<file path="src/rtl/mc_control_unit.sv">
// mc_control_unit: multicycle MIPS-subset control FSM.
// Sequences fetch/decode/execute/memory/writeback, drives the datapath
// control lines, latches rs/rt during DECODE and decodes the ALU control.
module mc_control_unit #(
  parameter int DATA_W      = 32,
  parameter int REG_AW      = 5,
  parameter bit MEM_WAIT_EN = 1'b1
) (
  input  logic              clk,
  input  logic              rst_n,
  input  logic [DATA_W-1:0] instruction,
  input  logic              mem_ready,
  output logic              IorD,
  output logic              MemRead,
  output logic              MemWrite,
  output logic              MemtoReg,
  output logic              IRWrite,
  output logic              ALUSrcA,
  output logic              RegWrite,
  output logic              RegDst,
  output logic              PCWrite,
  output logic              PCWriteCond,
  output logic [1:0]        PCSource,
  output logic [1:0]        ALUSrcB,
  output logic [1:0]        ALUOp,
  output logic [2:0]        alu_ctrl,
  output logic [REG_AW-1:0] rs_addr,
  output logic [REG_AW-1:0] rt_addr,
  output logic              illegal,
  output logic [3:0]        state
);

  typedef enum logic [3:0] {
    S_FETCH   = 4'd0,
    S_DECODE  = 4'd1,
    S_MEMADDR = 4'd2,
    S_MEMRD   = 4'd3,
    S_MEMWB   = 4'd4,
    S_MEMWR   = 4'd5,
    S_REXEC   = 4'd6,
    S_RWB     = 4'd7,
    S_BRANCH  = 4'd8,
    S_JUMP    = 4'd9,
    S_IEXEC   = 4'd10,
    S_IWB     = 4'd11
  } state_t;

  localparam logic [5:0] OP_RTYPE = 6'b000000;
  localparam logic [5:0] OP_LW    = 6'b100011;
  localparam logic [5:0] OP_SW    = 6'b101011;
  localparam logic [5:0] OP_BEQ   = 6'b000100;
  localparam logic [5:0] OP_J     = 6'b000010;
  localparam logic [5:0] OP_ADDI  = 6'b001000;

  state_t     cur, nxt;
  logic       live;      // low until the first edge after reset release
  logic       ready;
  logic       bad;
  logic       funct_ok;
  logic [5:0] opcode, funct;
  logic       unused_bits;

  assign ready       = MEM_WAIT_EN ? mem_ready : 1'b1;
  assign opcode      = instruction[DATA_W-1 -: 6];
  assign funct       = instruction[5:0];
  assign state       = cur;
  assign unused_bits = ^instruction;

  // Supported R-type function codes.
  always_comb begin
    funct_ok = 1'b0;
    case (funct)
      6'b100000, 6'b100010, 6'b100100, 6'b100101, 6'b101010: funct_ok = 1'b1;
      default: funct_ok = 1'b0;
    endcase
  end

  // Next-state logic; bad flags an unsupported opcode/funct on the way back to FETCH.
  always_comb begin
    nxt = cur;
    bad = 1'b0;
    case (cur)
      S_FETCH:   if (live && ready) nxt = S_DECODE;
      S_DECODE: begin
        case (opcode)
          OP_LW, OP_SW: nxt = S_MEMADDR;
          OP_RTYPE:     nxt = S_REXEC;
          OP_BEQ:       nxt = S_BRANCH;
          OP_J:         nxt = S_JUMP;
          OP_ADDI:      nxt = S_IEXEC;
          default: begin
            nxt = S_FETCH;
            bad = 1'b1;
          end
        endcase
      end
      S_MEMADDR: nxt = (opcode == OP_SW) ? S_MEMWR : S_MEMRD;
      S_MEMRD:   if (ready) nxt = S_MEMWB;
      S_MEMWR:   if (ready) nxt = S_FETCH;
      S_REXEC: begin
        nxt = funct_ok ? S_RWB : S_FETCH;
        bad = !funct_ok;
      end
      S_IEXEC:   nxt = S_IWB;
      default:   nxt = S_FETCH;
    endcase
  end

  // State register, register-address latches and the illegal pulse.
  always_ff @(posedge clk or negedge rst_n) begin
    if (!rst_n) begin
      cur     <= S_FETCH;
      live    <= 1'b0;
      rs_addr <= '0;
      rt_addr <= '0;
      illegal <= 1'b0;
    end else begin
      live    <= 1'b1;
      cur     <= nxt;
      illegal <= bad;
      if (cur == S_DECODE) begin
        rs_addr <= instruction[21 +: REG_AW];
        rt_addr <= instruction[16 +: REG_AW];
      end
    end
  end

  // Moore decode of the state register; only IRWrite/PCWrite in FETCH look at mem_ready.
  always_comb begin
    IorD = 1'b0; MemRead = 1'b0; MemWrite = 1'b0; MemtoReg = 1'b0; IRWrite = 1'b0;
    ALUSrcA = 1'b0; RegWrite = 1'b0; RegDst = 1'b0; PCWrite = 1'b0; PCWriteCond = 1'b0;
    PCSource = 2'b00; ALUSrcB = 2'b00; ALUOp = 2'b00;
    if (live) begin
      case (cur)
        S_FETCH: begin
          MemRead = 1'b1; ALUSrcB = 2'b01;
          IRWrite = ready; PCWrite = ready;
        end
        S_DECODE:  ALUSrcB = 2'b11;
        S_MEMADDR: begin ALUSrcA = 1'b1; ALUSrcB = 2'b10; end
        S_MEMRD:   begin MemRead = 1'b1; IorD = 1'b1; end
        S_MEMWB:   begin RegWrite = 1'b1; MemtoReg = 1'b1; end
        S_MEMWR:   begin MemWrite = 1'b1; IorD = 1'b1; end
        S_REXEC:   begin ALUSrcA = 1'b1; ALUOp = 2'b10; end
        S_RWB:     begin RegWrite = 1'b1; RegDst = 1'b1; end
        S_BRANCH: begin
          ALUSrcA = 1'b1; ALUOp = 2'b01; PCWriteCond = 1'b1; PCSource = 2'b01;
        end
        S_JUMP:    begin PCWrite = 1'b1; PCSource = 2'b10; end
        S_IEXEC:   begin ALUSrcA = 1'b1; ALUSrcB = 2'b10; end
        S_IWB:     RegWrite = 1'b1;
        default: ;
      endcase
    end
  end

  // ALU control from ALUOp and funct; unknown funct falls back to add.
  always_comb begin
    alu_ctrl = 3'b000;
    if (live) begin
      case (ALUOp)
        2'b01: alu_ctrl = 3'b110;
        2'b10: begin
          case (funct)
            6'b100010: alu_ctrl = 3'b110;
            6'b100100: alu_ctrl = 3'b000;
            6'b100101: alu_ctrl = 3'b001;
            6'b101010: alu_ctrl = 3'b111;
            default:   alu_ctrl = 3'b010;
          endcase
        end
        default: alu_ctrl = 3'b010;
      endcase
    end
  end

endmodule

</file>
<file path="config.mk">
export PLATFORM = sky130hd
export DESIGN_NAME = mc_control_unit
export DESIGN_NICKNAME = d
export VERILOG_FILES = /design/src/rtl/mc_control_unit.sv
export SDC_FILE = /design/constraint.sdc
export NUM_CORES = 1
export LEC_CHECK = 0
export BUFFER_PORTS_ARGS = -buffer_cell sky130_fd_sc_hd__buf_2
export CAP_MARGIN = 20
export CORE_UTILIZATION = 30
export CTS_CLUSTER_SIZE = 30
export DETAILED_ROUTE_END_ITERATION = 7
export GPL_ROUTABILITY_DRIVEN = 1
export GPL_TIMING_DRIVEN = 0
export PLACE_DENSITY = 0.58
export SLEW_MARGIN = 10
export SYNTH_ARGS = -nofsm -noshare
export SYNTH_HDL_FRONTEND = slang
export SYNTH_SLANG_ARGS = --single-unit
</file>
<file path="constraint.sdc">
create_clock -name clk -period 2.2 [get_ports clk]
set_input_delay 0.11 -clock clk [delete_from_list [all_inputs] [get_ports clk]]
set_output_delay 0.11 -clock clk [all_outputs]
set_load 0.03 [all_outputs]
</file>
Yosys cells after proc, flatten, opt, wreduce, memory -nomap -nowiden --
Index checks and enable logic that the tools add are counted.
Operators by class: eq/ne operators 26, muxes and demuxes 39, reduce and logical (&&, ||, !) cells 13
Operators with widths (count):
- == test 6 bit, second input constant | 7
- one-hot mux 4 bit (7 select lines) | 1
- two-way mux 1 bit | 21
- one-hot mux 4 bit (5 select lines) | 1
- == test 4 x 3 -> 1 bit, second input constant | 4
- == test 4 bit, second input constant | 4
- two-way mux 4 bit | 3
- one-hot mux 3 bit (4 select lines) | 1
- two-way mux 3 bit | 3
- == test 4 x 2 -> 1 bit, second input constant | 2
- one-hot mux 2 bit (2 select lines) | 2
- OR reduction 2 bit | 4
- == test 6 x 2 -> 1 bit, second input constant | 1
- == test 6 x 3 -> 1 bit, second input constant | 1
- == test 6 x 4 -> 1 bit, second input constant | 1
- zero test 6 bit | 1
- two-way mux 2 bit | 3
- != test 2 bit, second input constant | 3
- one-hot mux 2 bit (3 select lines) | 1
- one-hot mux 3 bit (2 select lines) | 1
- OR reduction 6 bit | 1
- OR reduction 5 bit | 1
- == test 4 x 1 -> 1 bit, second input constant | 1
- zero test 4 bit | 1
- other kinds (8) | 9
Storage, ports and cells: register bits 16, bits of input ports 35, output and inout bits 34, word-level logic and storage cells 83

Logic depth before layout (Yosys ltp) --
depth after elaboration 6, depth in mapped cells 7, gate-level depth less buffers 6

Worst setup path after synthesis --
No wires, ideal clock.
path type flip-flop to output port, from reg cur[3], in the netlist state[3], to out alu_ctrl[0], arrival time 2.594 ns, required time 2.090 ns, path slack -0.504 ns, stages on the path, launching flop included 6, buffers on the path 0, cell sequence dfrtp_1 -> nor2b_1 -> nand3_1 -> inv_1 -> ha_1 -> nor4bb_1
On the way: longest elaborated chain between the ends 6, elaborated cells between the ends (all ways) 8, classes of those cells eq/ne: 4; mux: 4
Ends and longest elaborated chain:
- start, declared | line 55 | state_t cur, nxt;
- start signal, assigned | line 119 | cur <= nxt;
- == test 4 bit / == test 4 x 3 -> 1 bit (equally long branches) | line 134 | case (cur)
- one-hot mux 2 bit (2 select lines) (*) | line 134
- two-way mux 2 bit (*) | line 133 | if (live) begin
- named net ALUOp[1] | line 25 | output logic [1:0] ALUOp,
- == test 2 bit / == test 2 x 1 -> 1 bit (equally long branches) | line 161 | case (ALUOp)
- one-hot mux 3 bit (2 select lines) (*) | line 161
- two-way mux 3 bit (*) | line 160 | if (live) begin
- end, declared | line 26 | output logic [2:0] alu_ctrl,
Mark *: on every way through the listed nets, which the timed path passes. The rest lies on a longest branch.

Worst setup path in the final report --
from reg cur[0], in the netlist state[0], to out alu_ctrl[0]
On the way: longest elaborated chain between the ends 6, elaborated cells between the ends (all ways) 8, classes of those cells eq/ne: 4; mux: 4
Ends and longest elaborated chain (line):
- == test 4 bit / == test 4 x 3 -> 1 bit (equally long branches) | 134
- one-hot mux 2 bit (2 select lines) (*) | 134
- two-way mux 2 bit (*) | 133
- == test 2 bit / == test 2 x 1 -> 1 bit (equally long branches) | 161
- one-hot mux 3 bit (2 select lines) (*) | 161
- two-way mux 3 bit (*) | 160
Every way passes the cells marked *; elsewhere a longest branch is shown, timed or not.

==> results.ini <==
[synthesis]
ys_ff_latch=16
syn_area_per_cell_um2=9.86
synth_cells=125
synthesis.area_um2=1230
synth-async-reset-ratio_pct=100
yosysTopAreaCell=dfrtp_1
yosysTopAreaCellShare_pct=32.5
ys_warn_count=0
yosysSeqAreaShare_pct=32.5
synth_flop_cell=dfrtp_1
synth_nets=162
synth.distinct_cells=48
synth.area.top_cells=dfrtp_1 32%, mux2_4 9.7%, buf_6 4.6%, nor2_1 3.4%, nand2_1 3.0%
synth_edf_count=0

[floorplan]
initial_utilization_pct=32.4
die_h_um=66.1
die_area_um2=4370
io_pins=69
row_count=22
die_w_um=66.1
coreArea_um2=3800

[power]
ir_drop_mv=0.830
power.internal_mw=1.11
p_leak_nw=0.849
clock_power_share_pct=10.4
seq_power_share_pct=24.7
pwr-share-comb_pct=64.9
switching_share_pct=45.6
powerDensity_nw_per_um2=1200
p_sw_mw=0.929

[worst_setup_path]
r2r_slack_ns=0.65
r2r_end=rs_addr[0]$_DFFE_PN0P_
cp_max_fo=5
worstReg2RegStart=state[1]$_DFFE_PN0P_
r2r.worst_path.cells=4
end_kind=output port
crit_path_start_kind=flip-flop
cp.arrival_ns=1.97
critPathKind=reg -> out
cp_data_required_time_ns=2.09

[final_layout]
finalInstanceArea_um2=1700
multi_input_area_um2=774
layout_commonest_cell=buf_2
drive_gt1_share_pct=50.0
syn2layout_area_growth_pct=38.0
postLayoutCoreUtil_pct=44.8
finalNetCount=229
fillerInstances=403
mostFrequentLayoutCells=57 x buf_2, 15 x dfrtp_1, 10 x nor2_1, 10 x nand2_1, 8 x mux2_4
regArea_um2=402
diodes=0

[clocking]
h-tree-depth=1
clk_pin_slew_ns=0.06
cts_tree=built
cts.sinks=16
cts_made_buffers=3
clockRootBuffer=clkbuf_8
clkLatencyLatePin_ns=0.24
clockBufferDepth=2

[sta]
setup_viol=0
hold_viol=0
period_minus_slack_ns=2.08
rsz0062_at_grt=false
finalCritPeriodShare_pct=94.7
finalSetupTns_ns=0
timing.hold.ws_ns=0.0961
fin_skew_ns=0.000968
report.final.slew_viol_count=0
finalWorstSetupSlack_ns=0.117
fmax_ghz=0.480

[grt]
overflow=0
grt_pass1_wl_um=5150
gr-usage-all-layers_pct=15.4
antenna_found_initial=0
grt_pass1_vias=1124
grt_max_degree=17

[route]
drt_wl_total_um=3180
via_per_inst=4.99
drtIter0Drc=14
ant_nets=0
drt_drc_violations_left=0
wl_per_cell_um=13.4
drt_pass1_iterations=4
num_vias=1187

[hold_path]
hold_depth=2
min_to=rs_addr[4]$_DFFE_PN0P_
hp-start=instruction[25]
hold_path_class=in -> reg

[job]
maxCapViolations=0

[placement]
placed_area_um2=1590
numPortBuffers=58
gp_routability_congestion=0.878
post-place-ws_ns=0.152
hpwl_um=2530

[status]
status=finished clean

[stage by stage]
step                std cells  power [mW]
global placement          231        1.75
floorplan                 125        1.46
finish                    238        2.03
CTS                       235        2.00
global route              238        2.16
detailed placement        231        1.77
[area by class of cell]
cell class / count / area share (%)
clock buffers: 3 / 2.43
inverters: 5 / 1.10
plain buffers: 8 / 4.64
well taps: 48 / 3.53
flip-flops and latches: 16 / 23.6
repair buffers: 62 / 19.1
multi-input cells: 96 / 45.5
[repair_timing]
item	4_1_cts	5_1_grt
buffers inserted	0	3
pin swaps	0	1
gates resized for setup	4	4
endpoints found under the setup margin	2	2
hold buffers	1	0
endpoints found under the hold margin	16	0
[state kept, by name, indices dropped and copies added, names as in the netlist]
signal	count
rs_addr	5
rt_addr	5
state	4
illegal	1
live	1
[layer usage]
metal	up-vias	part of all wire (%)	routed length (µm)	GRT usage [%]
li1	582	-	-	-
met1	562	44	1390	19.0
met2	41	50	1590	27.2
met3	2	5.8	185	3.79
met4	0	0.38	12	2.39
met5	-	0	0	0
[cells by family after synthesis]
| logic type | count (synthesis) | share of synthesized area (%) |
|---|---|---|
| flops | 16 | 32.5 |
| mux | 11 | 12.4 |
| other cells | 1 | 0.304 |
| compound gates | 23 | 15.4 |
| buf+inv | 13 | 7.92 |
| fa+ha+maj | 2 | 2.03 |
| simple gates | 56 | 27.3 |
| xor+xnor | 3 | 2.13 |
[Yosys cell counts, drive strengths merged (3+ instances only)]
master  number
dfrtp       16
nor2        11
mux2        10
nand2       10
buf          8
inv          5
nand3        5
nor2b        5
nor3         5
and3         4
o21ai        4
nand2b       3
[worst max path at each step]
stage,from,endpoint,slack [ns]
2_1_floorplan,state[3]$_DFFE_PN0P_,alu_ctrl[0],-0.23
3_3_place_gp,state[3]$_DFFE_PN0P_,alu_ctrl[0],0.17
3_5_place_dp,state[3]$_DFFE_PN0P_,alu_ctrl[0],0.15
4_1_cts,state[3]$_DFFE_PN0P_,alu_ctrl[0],0.0007
5_1_grt,state[0]$_DFFE_PN0P_,alu_ctrl[0],0.009
6_report,state[0]$_DFFE_PN0P_,alu_ctrl[0],0.12
[worst max-delay path: stages, from the launching register on]
cell      delay [ns]
dfrtp_1         0.40
buf_6           0.14
and2b_2         0.25
nand3_1         0.11
inv_1           0.13
ha_4            0.22
nor4bb_2        0.27
buf_4           0.21
[power by group through the flow]
stage	clock [mW]	sequential (mW)	combinational, mW
final	0.212	0.503	1.32
after CTS	0.218	0.504	1.28
after global placement	0	0.498	1.25
after floorplan	0	0.748	0.710
after global routing	0.229	0.521	1.41
after detailed placement	0	0.503	1.27
No activity file was read; power rests on OpenSTA's default activity.
